===== src/rtl/aes_bcd_pkg.sv =====
// Shared types and constants for the BCD-to-binary converter.
package aes_bcd_pkg;

    localparam int unsigned DIGIT_W = 4;

    localparam logic [DIGIT_W-1:0] BCD_MAX_DIGIT = 4'd9;
    localparam logic [DIGIT_W-1:0] BCD_CORR      = 4'd3;
    localparam logic [DIGIT_W-1:0] BCD_CORR_THR  = 4'd8;

    typedef enum logic [1:0] {
        IDLE  = 2'd0,
        SHIFT = 2'd1,
        DONE  = 2'd2
    } bcd2bin_state_t;

    // Error flags reported alongside a result.
    typedef struct packed {
        logic digit;
        logic range;
    } bcd2bin_err_t;

    function automatic logic bcd_digit_bad(input logic [DIGIT_W-1:0] digit);
        return digit > BCD_MAX_DIGIT;
    endfunction

endpackage


===== src/rtl/bcd_digit_corr.sv =====
// One BCD digit of the reverse double-dabble step: subtract 3 when the digit is >= 8.
module bcd_digit_corr
    import aes_bcd_pkg::*;
(
    input  logic [DIGIT_W-1:0] digit,
    output logic [DIGIT_W-1:0] corr_c
);

    always_comb begin
        corr_c = digit;
        if (digit >= BCD_CORR_THR) begin
            corr_c = digit - BCD_CORR;
        end
    end

endmodule


===== src/rtl/bcd_to_bin_seq.sv =====
// Sequential BCD-to-binary converter (reverse double-dabble, one bit per clock).
// Optional digit/range checking is enabled by defining BCD2BIN_ERR_EN.
module bcd_to_bin_seq
    import aes_bcd_pkg::*;
#(
    parameter int unsigned DIGITS = 3,
    parameter int unsigned BIN_W  = 8
) (
    input  logic                      clk,
    input  logic                      rst_n,
    input  logic                      in_valid,
    output logic                      in_ready,
    input  logic [DIGIT_W*DIGITS-1:0] bcd_in,
    output logic                      out_valid,
    input  logic                      out_ready,
    output logic [BIN_W-1:0]          bin_out,
    output logic                      err_digit,
    output logic                      err_range
);

    localparam int unsigned BCD_W  = DIGIT_W * DIGITS;
    localparam int unsigned PAIR_W = BCD_W + BIN_W;
    localparam int unsigned CNT_W  = (BIN_W > 1) ? $clog2(BIN_W) : 1;
    localparam logic [CNT_W-1:0] CNT_LAST = CNT_W'(BIN_W - 1);

    bcd2bin_state_t     state, state_n;
    logic [BCD_W-1:0]   bcd_reg, bcd_n;
    logic [BIN_W-1:0]   bin_reg, bin_n;
    logic [CNT_W-1:0]   cnt, cnt_n;
    logic               in_ready_n;
    logic               out_valid_n;
    logic [BIN_W-1:0]   bin_out_n;
    bcd2bin_err_t       err_q, err_n;

    logic [PAIR_W-1:0]  pair_shift_c;
    logic [BCD_W-1:0]   bcd_shift_c;
    logic [BIN_W-1:0]   bin_shift_c;
    logic [BCD_W-1:0]   bcd_corr_c;

    assign err_digit = err_q.digit;
    assign err_range = err_q.range;

    // One right shift of the combined work register per cycle.
    assign pair_shift_c = {bcd_reg, bin_reg} >> 1;
    assign bcd_shift_c  = pair_shift_c[PAIR_W-1:BIN_W];
    assign bin_shift_c  = pair_shift_c[BIN_W-1:0];

    for (genvar g = 0; g < int'(DIGITS); g++) begin : g_corr
        bcd_digit_corr u_corr (
            .digit  (bcd_shift_c[g*DIGIT_W +: DIGIT_W]),
            .corr_c (bcd_corr_c[g*DIGIT_W +: DIGIT_W])
        );
    end

`ifdef BCD2BIN_ERR_EN
    logic digit_bad_c;

    always_comb begin
        digit_bad_c = 1'b0;
        for (int i = 0; i < int'(DIGITS); i++) begin
            digit_bad_c = digit_bad_c | bcd_digit_bad(bcd_in[i*DIGIT_W +: DIGIT_W]);
        end
    end
`endif

    // Next-state and next-output logic.
    always_comb begin
        state_n     = state;
        bcd_n       = bcd_reg;
        bin_n       = bin_reg;
        cnt_n       = cnt;
        out_valid_n = out_valid;
        bin_out_n   = bin_out;
        err_n       = err_q;

        case (state)
            IDLE: begin
                if (in_valid) begin
                    bcd_n   = bcd_in;
                    bin_n   = '0;
                    cnt_n   = '0;
                    state_n = SHIFT;
`ifdef BCD2BIN_ERR_EN
                    if (digit_bad_c) begin
                        state_n     = DONE;
                        out_valid_n = 1'b1;
                        bin_out_n   = '0;
                        err_n.digit = 1'b1;
                        err_n.range = 1'b0;
                    end
`endif
                end
            end

            SHIFT: begin
                bcd_n = bcd_corr_c;
                bin_n = bin_shift_c;
                cnt_n = cnt + CNT_W'(1);
                if (cnt == CNT_LAST) begin
                    state_n     = DONE;
                    out_valid_n = 1'b1;
                    bin_out_n   = bin_shift_c;
                    err_n.digit = 1'b0;
`ifdef BCD2BIN_ERR_EN
                    // Anything left in the BCD part is the quotient by 2^BIN_W.
                    err_n.range = |bcd_corr_c;
`else
                    err_n.range = 1'b0;
`endif
                end
            end

            DONE: begin
                if (out_ready) begin
                    state_n     = IDLE;
                    out_valid_n = 1'b0;
                    err_n       = '0;
                end
            end

            default: begin
                state_n = IDLE;
            end
        endcase

        in_ready_n = (state_n == IDLE);
    end

    // State register.
    always_ff @(posedge clk or negedge rst_n) begin
        if (!rst_n) begin
            state <= IDLE;
        end else begin
            state <= state_n;
        end
    end

    // Work and output registers.
    always_ff @(posedge clk or negedge rst_n) begin
        if (!rst_n) begin
            bcd_reg   <= '0;
            bin_reg   <= '0;
            cnt       <= '0;
            in_ready  <= 1'b1;
            out_valid <= 1'b0;
            bin_out   <= '0;
            err_q     <= '0;
        end else begin
            bcd_reg   <= bcd_n;
            bin_reg   <= bin_n;
            cnt       <= cnt_n;
            in_ready  <= in_ready_n;
            out_valid <= out_valid_n;
            bin_out   <= bin_out_n;
            err_q     <= err_n;
        end
    end

endmodule


===== config.mk =====
export PLATFORM = sky130hd
export DESIGN_NAME = bcd_to_bin_seq
export DESIGN_NICKNAME = d
export VERILOG_FILES = /design/src/rtl/aes_bcd_pkg.sv /design/src/rtl/bcd_digit_corr.sv /design/src/rtl/bcd_to_bin_seq.sv
export SDC_FILE = /design/constraint.sdc
export NUM_CORES = 1
export LEC_CHECK = 0
export CAP_MARGIN = 20
export CORE_MARGIN = 1.5
export CORE_UTILIZATION = 55
export DETAILED_ROUTE_END_ITERATION = 10
export DONT_BUFFER_PORTS = 1
export PLACE_DENSITY = 0.81
export SKIP_LAST_GASP = 1
export SLEW_MARGIN = 5
export SYNTH_ARGS = -nofsm -noshare
export SYNTH_HDL_FRONTEND = slang
export SYNTH_SLANG_ARGS = --single-unit

===== constraint.sdc =====
create_clock -name clk -period 2.6 [get_ports clk]
set_input_delay 0.13 -clock clk [delete_from_list [all_inputs] [get_ports clk]]
set_output_delay 0.13 -clock clk [all_outputs]
set_load 0.01 [all_outputs]

After elaboration in Yosys (flattened, before gate mapping) --
Index checks and enable logic that the tools add are counted. Widths: inputs -> output; s select.
Storage, ports and cells: bits in registers 37, input port bits 16, output and inout bits 12, logic and storage cells 48
Cells by class: $add $sub $neg 4, order comparisons 3, equality and inequality tests 6, muxes and demuxes 19, reductions and logical operators 7
Operator list (number):
- $pmux 12 s2 | 1
- $pmux 8 s2 | 1
- $mux 12 | 1
- $mux 4 | 3
- $mux 2 | 5
- $ge 4x4->1 const B | 2
- $mux 8 | 1
- $sub 4x2->4 const B | 2
- $ne 2x2->1 const B | 3
- $pmux 2 s3 | 1
- $pmux 3 s2 | 1
- $ge 3x4->1 const B | 1
- $logic_not 2->1 | 2
- $pmux 2 s2 | 1
- $reduce_and 2->1 | 2
- $reduce_bool 2->1 | 2
- $sub 3x2->4 const B | 1
- $add 3x1->3 const B | 1
- $eq 3x3->1 const B | 1
- $mux 3 | 1
- $reduce_and 3->1 | 1
- $eq 2x1->1 const B | 1
- $eq 2x2->1 const B | 1
- $mux 1 | 2
- $pmux 1 s2 | 1

Depth between registers and ports, before layout --
Gate-level depths: netlist of run 1.
depth after elaboration 4, depth in mapped cells 5, mapped depth without buffers 5

Hierarchy --
From an unflattened synthesis of run 1, not the netlist that was laid out.
Second synthesis, totals: cell total of the unflattened synthesis 136, area total of the unflattened synthesis 1721.7 µm²
By module, submodules not included:
- bcd_to_bin_seq | times used 1, cells each 103, area an instance 1492.7 µm², seq. area each 852.1 µm²
- bcd_digit_corr | times used 3, cells each 11, area an instance 76.3 µm², seq. area each 0.0 µm²

Worst setup path before layout of run 1 --
No wires, ideal clock.
path kind register to register, from reg cnt[0], to reg bin_out[0], setup time 0.128 ns, arrival time 1.211 ns, data required time 2.472 ns, setup slack 1.262 ns, cell stages (with the launch flop) 5, buffers on the path 0, clock period less this slack 1.338 ns, path through dfrtp_1 -> ha_1 -> ha_1 -> nand2_4 -> mux2_1
On the way: longest elaborated chain between the ends 2
Ends and longest elaborated chain:
- from (decl) | RTL line bcd_to_bin_seq.sv:29 | logic [CNT_W-1:0] cnt, cnt_n;
- from (signal assigned) | RTL line bcd_to_bin_seq.sv:151 | cnt <= cnt_n;
- $eq 3x3->1 | RTL line bcd_to_bin_seq.sv:99 | if (cnt == CNT_LAST) begin
- $reduce_and 2->1 (no line)
- to (signal assigned) | RTL line bcd_to_bin_seq.sv:154 | bin_out <= bin_out_n;
- to (decl) | RTL line bcd_to_bin_seq.sv:16 | output logic [BIN_W-1:0] bin_out,
No other way between the ends. A chain may end at the register's enable or synchronous reset.

Final worst setup path of run 1 --
from reg state[0], to reg bin_out[1]
On the way: longest elaborated chain between the ends 2
Ends and longest elaborated chain:
- from (decl) | RTL line bcd_to_bin_seq.sv:26 | bcd2bin_state_t state, state_n;
- from (signal assigned) | RTL line bcd_to_bin_seq.sv:134 | state <= state_n;
- $eq 2x1->1 | RTL line bcd_to_bin_seq.sv:76 | case (state)
- $reduce_and 2->1 (no line)
No other way between the ends.

==> results.json, run 1 <==
{
  "hold_viol": 0,
  "vias": 1048,
  "yosys.area_share.simple_pct": 7.63,
  "start_kind": "register",
  "cp-end-kind": "register",
  "endpoint": "bin_out[1]$_DFFE_PN0P_",
  "maxCapViolations": 0,
  "status": "complete, no violations",
  "die_h_um": 57.3,
  "skew_ns": 0.00770,
  "final_util_pct": 65.6,
  "worst-endpoint-required_ns": 2.84,
  "insertion_delay_ns": 0.34,
  "path_clk_slew_ns": 0.11,
  "grt_pass1_vias": 1070,
  "grt_pass1_wl_um": 5060,
  "slowest_delay_ns": 0.60,
  "ys_ff_latch": 34,
  "final_cell_mix": "dfrtp_1 (33), nand2_1 (11), dlygate4sd3_1 (10)",
  "sw_frac_of_total_pct": 34.7,
  "path_max_fanout": 21,
  "yosysWarningCount": 0,
  "drtAntennaViolNets": 0,
  "cts_root_buf": "clkbuf_4",
  "groute.usage.overall_pct": 20.7,
  "pwr-share-seq_pct": 45.7,
  "drt_iter0_drc": 56,
  "power_frac_clock_pct": 22.9,
  "htree_levels": 2,
  "cp.buffers_inverters": 0,
  "crit_type": "reg2reg",
  "crit_chain": "and2b_4, nand2_4, mux2_1",
  "ir_drop_v": 0.000865,
  "avgRoutedWirePerCell_um": 16.5,
  "numPortBuffers": 0,
  "synth_cell_types": 29,
  "postRouteWirelength_um": 2970,
  "die_w_um": 57.3,
  "critical_path_depth": 3,
  "drive_gt1_share_pct": 10.1,
  "viasPerCell": 5.82,
  "fmax_mhz": 620,
  "grt_max_degree": 35,
  "cp-startpoint": "state[0]$_DFF_PN0_",
  "nFillCells": 224,
  "start_util_pct": 58.3,
  "rsz0062_at_grt": "false",
  "synth_area_um2": 1620,
  "synth-edff-count": 0,
  "crit_arrival_ns": 1.85,
  "ys_seq_area_share_pct": 52.5,
  "synth_compound_area_share_pct": 16.7,
  "slew_violations": 0,
  "dr.pass1.iters": 4,
  "nNetsFinal": 170,
  "ff2ff_setup_slack_ns": 0.99,
  "cp_slowest_cell": "dfrtp_1",
  "largest_register_ffs": 12,
  "cts_buffers": 5,
  "power_density_nw_per_um2": 1170,
  "clock_sinks": 34,
  "period_share_pct": 62.0,
  "fin_tns_setup_ns": 0,
  "synth_xor_area_share_pct": 2.16,
  "p_int_w": 0.00139,
  "area_growth_pct": 12.5,
  "cts_buffer_depth": 2,
  "cp_top_family": "flip-flops",
  "antenna_found_initial": 0,
  "place_congestion": 0.842,
  "io_pins": 28,
  "avgSynthCellArea_um2": 11.8,
  "async_reset_ff_share_pct": 100,
  "p_total_w": 0.00213,
  "r2r-start": "state[0]$_DFF_PN0_",
  "r2r_end": "bin_out[1]$_DFFE_PN0P_",
  "hold_class": "in2reg",
  "min_period_ns": 1.61,
  "final_common_cell": "dfrtp_1",
  "hold_buffers": 11,
  "post_cts.repair.setup_buffers": 0,
  "dieArea_um2": 3290,
  "synth_top_family_by_area": "compound AO/OA/AOI/OAI gates",
  "gr-total-overflow": 0,
  "drc": 0,
  "reg2regPathDepth": 3,
  "cts_resized": 0,
  "synthCells": 137,
  "p_switching_w": 0.000740,
  "holdWs_ns": 0.0106,
  "synth.area.mux_share_pct": 10.6,
  "tritoncts": "yes",
  "diodes": 0,
  "synth_ff_type": "dfrtp_1",
  "p_leak_nw": 0.892,
  "setup_viol": 0,
  "rows": 19,
  "p_comb_share_pct": 31.4,
  "synth_fa_ha_area_share_pct": 4.63,
  "fp.coreArea_um2": 2780,
  "place.detailed.hpwl_um": 1930
}
-- metal layers --
layer | vias to the layer above | global-route usage [%] | share of wire, %
li1 | 503 | - | -
met1 | 512 | 27.6 | 44
met2 | 29 | 30.7 | 48
met3 | 4 | 7.71 | 5.9
met4 | 0 | 8.64 | 1.4
met5 | - | 0 | 0
-- per-stage QoR --
step                      worst slack (ns)  area [um^2]  std cells
after CTS                             1.00         1830        180
after global routing                 0.898         1830        180
final                                0.987         1830        180
after global placement                1.07         1600        161
after detailed placement              1.02         1600        161
after floorplan                       1.26         1630        138
-- how the worst min path moves through the flow --
stage | startpoint | end | slack [ns] | cells after the start
after floorplan | rst_n | bcd_reg[0]$_DFFE_PN0P_ | -0.17 | 0
after global placement | rst_n | bcd_reg[11]$_DFFE_PN0P_ | -0.16 | 0
after detailed placement | rst_n | bcd_reg[11]$_DFFE_PN0P_ | -0.16 | 0
after CTS | bcd_in[11] | bcd_reg[11]$_DFFE_PN0P_ | 0.004 | 2
after global routing | in_valid | bcd_reg[7]$_DFFE_PN0P_ | 0.02 | 2
final | bcd_in[11] | bcd_reg[11]$_DFFE_PN0P_ | 0.01 | 2
-- area by class of cell --
cell class	count	area, um^2	area share, %
inverters	6	22.5	1.23
clock inverters	3	68.8	3.77
clock buffers	5	37.5	2.06
flip-flops and latches	34	852	46.7
well taps	31	38.8	2.12
multi-input cells	90	686	37.6
repair buffers	11	120	6.58
-- logic make-up (layout without fill, tap and decap cells) --
group	after synthesis	count (layout)
buf+inv	14	25
fa+ha+maj	6	6
simple gates	23	23
other cells	1	2
xor+xnor	4	4
compound gates	39	39
flops	34	34
mux	16	16
-- power by group through the flow --
stage                     logic (W)  clock network [W]  registers (W)
final                      0.000670           0.000488       0.000974
after detailed placement   0.000648                  0       0.000980
after global placement     0.000610                  0       0.000972
after CTS                  0.000673           0.000497       0.000970
after global routing       0.000750           0.000518        0.00101
after floorplan            0.000596                  0       0.000914
-- synth_stat cells, types with 3 or more instances --
| library cell | count | area, um^2 |
|---|---|---|
| dfrtp_1 | 33 | 826 |
| nand2_1 | 11 | 41.3 |
| a21oi_1 | 9 | 45.0 |
| a22o_1 | 9 | 78.8 |
| mux2_1 | 8 | 90.1 |
| ha_1 | 6 | 75.1 |
| inv_1 | 6 | 22.5 |
| mux2i_1 | 6 | 60.1 |
| o21ai_0 | 6 | 30.0 |
| and2b_1 | 5 | 37.5 |
| o21ai_1 | 5 | 25.0 |
| a22oi_1 | 3 | 22.5 |
| buf_4 | 3 | 22.5 |
| buf_6 | 3 | 33.8 |
| nor2_1 | 3 | 11.3 |
Power figures use the tool's default switching activity.
==> run 2, diff against run 1 <==
==> constraint.sdc (replaced) <==
create_clock -name clk -period 1.7 [get_ports clk]
set_input_delay 0.085 -clock clk [delete_from_list [all_inputs] [get_ports clk]]
set_output_delay 0.085 -clock clk [all_outputs]
set_load 0.01 [all_outputs]
==> results.json, run 2 (same netlist as run 1, synthesis figures left out) <==
{
  "p_leak_nw": 0.897,
  "hold_viol": 0,
  "p_switching_w": 0.00116,
  "path_clk_slew_ns": 0.12,
  "place_inst": 164,
  "cp_top_family": "adder cells",
  "groute.usage.overall_pct": 22.1,
  "nNetsFinal": 176,
  "diodes": 0,
  "cts_root_buf": "clkbuf_4",
  "insertion_delay_ns": 0.35,
  "holdWs_ns": 0.0347,
  "hold_class": "in2reg",
  "cp-end-kind": "register",
  "power_frac_clock_pct": 15.8,
  "vias": 1074,
  "p_int_w": 0.00191,
  "status": "complete, no violations",
  "io_pins": 28,
  "worst-endpoint-required_ns": 1.93,
  "drive_gt1_share_pct": 11.6,
  "pre_cts_ws_ns": 0.231,
  "dieArea_um2": 3290,
  "stdcell_count": 186,
  "cts_buffer_depth": 2,
  "fp.coreArea_um2": 2780,
  "highest_layer": "met4",
  "crit_type": "reg2reg",
  "post_cts.repair.setup_buffers": 0,
  "nFillCells": 215,
  "rsz0062_at_grt": "false",
  "multiInputGateArea_um2": 686,
  "rows": 19,
  "largest_register_ffs": 12,
  "sw_frac_of_total_pct": 37.8,
  "viasPerCell": 5.77,
  "fmax_mhz": 681,
  "wl_met1_um": 1420,
  "final_cell_mix": "dfrtp_1 (33), dlygate4sd3_1 (13), nand2_1 (11)",
  "route.met3.wl_um": 156,
  "grt_pass1_vias": 1140,
  "p_comb_share_pct": 35.6,
  "cp_common_cell": "ha_1",
  "postRouteWirelength_um": 3250,
  "path_max_fanout": 9,
  "tritoncts": "yes",
  "min_period_ns": 1.47,
  "period_share_pct": 86.3,
  "dr.pass1.iters": 4,
  "clock_sinks": 34,
  "final_common_cell": "dfrtp_1",
  "cp_slowest_cell": "dfrtp_1",
  "die_h_um": 57.3,
  "area_growth_pct": 13.1,
  "die_w_um": 57.3,
  "pwr-share-seq_pct": 48.6,
  "slowest_delay_ns": 0.42,
  "skew_ns": 0.0166,
  "avgRoutedWirePerCell_um": 17.5,
  "gr-total-overflow": 0,
  "crit_chain": "ha_1, ha_1, nand2_4, mux2_1",
  "start_kind": "register",
  "numPortBuffers": 0,
  "seq_area_um2": 852,
  "drtAntennaViolNets": 0,
  "maxCapViolations": 0,
  "htree_levels": 2,
  "crit_arrival_ns": 1.70,
  "start_util_pct": 58.3,
  "cts_buffers": 5,
  "grt_max_degree": 35,
  "place_congestion": 0.791,
  "place.detailed.hpwl_um": 2110,
  "drt_iter0_drc": 31,
  "fin_tns_setup_ns": 0,
  "power_density_nw_per_um2": 1670,
  "slew_violations": 0,
  "drc": 0,
  "antenna_found_initial": 0,
  "ir_drop_v": 0.00116,
  "cp.buffers_inverters": 0,
  "wl_met2_um": 1630,
  "grt_pass1_wl_um": 5350,
  "setup_viol": 0,
  "setup_slack_ns": 0.232
}
-- run 2: worst reg2reg max path: stages (launching register included) --
cell and delay [ns]:
dfrtp_1 0.42, ha_1 0.21, ha_1 0.24, nand2_4 0.15
mux2_1 0.35
-- run 2: power by group through the flow --
stage | registers (W) | clock network (W) | logic, W
finish | 0.00149 | 0.000484 | 0.00109
global route | 0.00154 | 0.000526 | 0.00122
CTS | 0.00149 | 0.000496 | 0.00110
detailed placement | 0.00151 | 0 | 0.00103
global placement | 0.00148 | 0 | 0.000979
floorplan | 0.00140 | 0 | 0.000912
-- run 2: repair_timing --
action,4_1_cts,5_1_grt
hold buffers,14,0
resized for setup,0,0
endpoints found under the hold margin,48,0
-- run 2: routing by layer --
| layer | GRT usage (%) | vias up |
|---|---|---|
| li1 | - | 509 |
| met1 | 26.0 | 533 |
| met2 | 37.3 | 26 |
| met3 | 8.16 | 6 |
| met4 | 7.64 | 0 |
| met5 | 0 | - |
-- run 2: area by class of cell --
type,count,area share (%)
clock buffers,6,2.79
flip-flops and latches,34,46.4
clock inverters,2,0.682
inverters,6,1.23
repair buffers,17,9.41
well taps,31,2.11
multi-input cells,90,37.4
-- run 2: final timing paths --
kind,slack [ns],depth (start not counted),from,to
worst min register to register,0.51,1,bin_reg[1]$_DFFE_PN0P_,bin_out[0]$_DFFE_PN0P_
worst min-delay path,0.03,3,bcd_in[7],bcd_reg[7]$_DFFE_PN0P_
worst max-delay path,0.23,4,cnt[0]$_DFFE_PN0P_,bin_out[1]$_DFFE_PN0P_
min in group asynchronous,0.17,2,rst_n,bcd_reg[9]$_DFFE_PN0P_
worst max register to register,0.23,4,cnt[0]$_DFFE_PN0P_,bin_out[1]$_DFFE_PN0P_
max in group asynchronous,1.27,2,rst_n,in_ready$_DFF_PN1_
-- run 2: through the flow --
stage          util [%]  power, W  instance area, um^2
3_3_place_gp       58.3   0.00246                 1620
3_5_place_dp       58.3   0.00254                 1620
6_report           66.0   0.00307                 1840
2_1_floorplan         -   0.00231                 1630
4_1_cts            66.0   0.00309                 1840
5_1_grt            66.0   0.00329                 1840
==> run 3, diff against run 2 <==
--- a/config.mk
+++ b/config.mk
@@ -5,6 +5,7 @@
 export SDC_FILE = /design/constraint.sdc
 export NUM_CORES = 1
 export LEC_CHECK = 0
+export ABC_AREA = 1
 export CAP_MARGIN = 20
 export CORE_MARGIN = 1.5
 export CORE_UTILIZATION = 55
==> results.json, run 3 <==
{
  "status": "complete, no violations",
  "cp_slowest_cell": "dfrtp_1",
  "place_inst": 218,
  "netlist.area_leader.share_pct": 51.1,
  "setup_viol": 0,
  "path_clk_slew_ns": 0.11,
  "path_max_fanout": 18,
  "power_density_nw_per_um2": 1770,
  "r2r_end": "in_ready$_DFF_PN1_",
  "min_period_ns": 1.48,
  "synthCells": 190,
  "place.detailed.hpwl_um": 2240,
  "drive_gt1_share_pct": 8.06,
  "drtAntennaViolNets": 0,
  "synth_area_um2": 1620,
  "largest_register_ffs": 12,
  "cp-end-kind": "register",
  "cp_common_cell": "ha_1",
  "fmax_mhz": 676,
  "r2r-start": "cnt[0]$_DFFE_PN0P_",
  "dieArea_um2": 3270,
  "holdPathStages": 3,
  "busiest_layer": "met2",
  "avgSynthCellArea_um2": 8.50,
  "start_util_pct": 58.1,
  "rsz0062_at_grt": "false",
  "drt_iter0_drc": 61,
  "viasPerCell": 5.33,
  "crit_chain": "ha_1, ha_1, nand2_2, o21ai_0, nor2_1",
  "pre_cts_ws_ns": 0.288,
  "nNetsFinal": 232,
  "dpl-instance-area_um2": 1620,
  "hold_class": "in2reg",
  "clock_sinks": 34,
  "whs_endpoint": "bcd_reg[8]$_DFFE_PN0P_",
  "final_common_cell": "nand2_1",
  "rows": 19,
  "gr-usage-met1_pct": 30.2,
  "period_share_pct": 87.1,
  "vias": 1291,
  "die_h_um": 57.2,
  "io_pins": 28,
  "final_cell_area_um2": 1850,
  "final_cell_mix": "nand2_1 (55), dfrtp_1 (33), inv_1 (26)",
  "yosysTopAreaCell": "dfrtp_1",
  "start_kind": "register",
  "postRouteWirelength_um": 3220,
  "yosysWarningCount": 0,
  "synth.top_cells.by_count": "nand2_1 (55), dfrtp_1 (33), inv_1 (26)",
  "die_w_um": 57.2,
  "ff2ff_setup_slack_ns": 0.22,
  "grt_pass1_wl_um": 5620,
  "tritoncts": "yes",
  "place_congestion": 0.796,
  "grt_pass1_vias": 1248,
  "worst-endpoint-required_ns": 1.97,
  "dr.pass1.iters": 4,
  "reg2regPathDepth": 5,
  "slowest_delay_ns": 0.43,
  "setup_slack_ns": 0.220,
  "skew_ns": 0.0230,
  "cts_buffer_depth": 2,
  "fp.coreArea_um2": 2780,
  "antenna_found_initial": 0,
  "cts_resized": 0,
  "stdcell_count": 242,
  "met3_usage_pct": 9.07,
  "ys_seq_area_share_pct": 52.7,
  "crit_type": "reg2reg",
  "cts_buffers": 5,
  "min_from": "in_valid",
  "synth-edff-count": 0,
  "avgRoutedWirePerCell_um": 13.3,
  "diodes": 0,
  "numPortBuffers": 0,
  "p_leak_nw": 0.948,
  "crit_arrival_ns": 1.75,
  "hold_viol": 0,
  "post_cts.repair.setup_buffers": 0,
  "synth_ff_type": "dfrtp_1",
  "gr-total-overflow": 0,
  "cts_root_buf": "clkbuf_4",
  "drc": 0,
  "groute.usage.overall_pct": 22.9,
  "ys_top_cells_by_area": "dfrtp_1 (51%), nand2_1 (13%), inv_1 (6.0%), o21ai_0 (5.6%), ha_1 (4.6%)",
  "maxCapViolations": 0,
  "synth_cell_types": 22,
  "grt_max_degree": 35,
  "ys_ff_latch": 34,
  "area_growth_pct": 14.3,
  "async_reset_ff_share_pct": 100,
  "insertion_delay_ns": 0.35,
  "fin_tns_setup_ns": 0,
  "slew_violations": 0,
  "use_met2_pct": 35.0,
  "ir_drop_v": 0.00124,
  "htree_levels": 2,
  "yosysMostFrequentCell": "nand2_1"
}
run 3: routing by layer:
layer	vias to the layer above	routed length, um
met5	-	0
met4	0	48
met3	5	171
met2	41	1570
met1	611	1430
li1	634	-
run 3: area by class of cell:
cell class / count / area [um^2]
Clock buffer: 8 / 58.8
Fill cell: 216 / 936
Inverter: 26 / 97.6
Multi-Input combinational cell: 124 / 606
Sequential cell: 34 / 852
Tap cell: 31 / 38.8
Timing Repair Buffer: 19 / 193
run 3: power by group:
group | total (W) | leakage (nW) | internal [W] | switching, W
clock network | 0.000469 | 0.0326 | 0.000204 | 0.000265
registers | 0.00147 | 0.425 | 0.00118 | 0.000288
logic | 0.00133 | 0.490 | 0.000511 | 0.000824
total | 0.00327 | 0.948 | 0.00189 | 0.00138
run 3: worst max-delay path by stage:
stage                                   endpoint          startpoint  slack, ns
after CTS                 bcd_reg[3]$_DFFE_PN0P_  state[0]$_DFF_PN0_       0.24
after floorplan           bin_out[1]$_DFFE_PN0P_  cnt[0]$_DFFE_PN0P_       0.43
after detailed placement  bcd_reg[2]$_DFFE_PN0P_  state[1]$_DFF_PN0_       0.29
after global placement        in_ready$_DFF_PN1_  cnt[0]$_DFFE_PN0P_       0.34
final                         in_ready$_DFF_PN1_  cnt[0]$_DFFE_PN0P_       0.22
after global routing          cnt[2]$_DFFE_PN0P_  state[1]$_DFF_PN0_       0.12
run 3: critical path: cells and delay by family (launching register included):
kind / cells / cell delay, ns
adder cells (fa/ha/maj): 2 / 0.40
AND/OR/NAND/NOR: 2 / 0.37
AO/OA/AOI/OAI: 1 / 0.19
flip-flops: 1 / 0.43
run 3: timing repair:
action,in CTS,in global routing
endpoints found under the setup margin,0,0
hold buffers,16,0
endpoints found under the hold margin,49,0
run 3: logic make-up (layout without fill, tap and decap cells):
group,Yosys count,after routing,share of synthesized area [%]
AO/OA/AOI/OAI,33,33,11.2
adder cells (fa/ha/maj),6,6,4.65
buffers and inverters,33,53,9.99
flip-flops,34,34,52.7
other,1,2,0.232
AND/OR/NAND/NOR,83,83,21.1
run 3: stage by stage:
step / util (%) / hold slack (ns) / total power [W]
CTS: 66.4 / 0.0845 / 0.00328
detailed placement: 58.1 / -0.210 / 0.00276
floorplan: - / -0.211 / 0.00250
global route: 66.4 / 0.110 / 0.00359
global placement: 58.1 / -0.210 / 0.00266
finish: 66.4 / 0.0880 / 0.00327
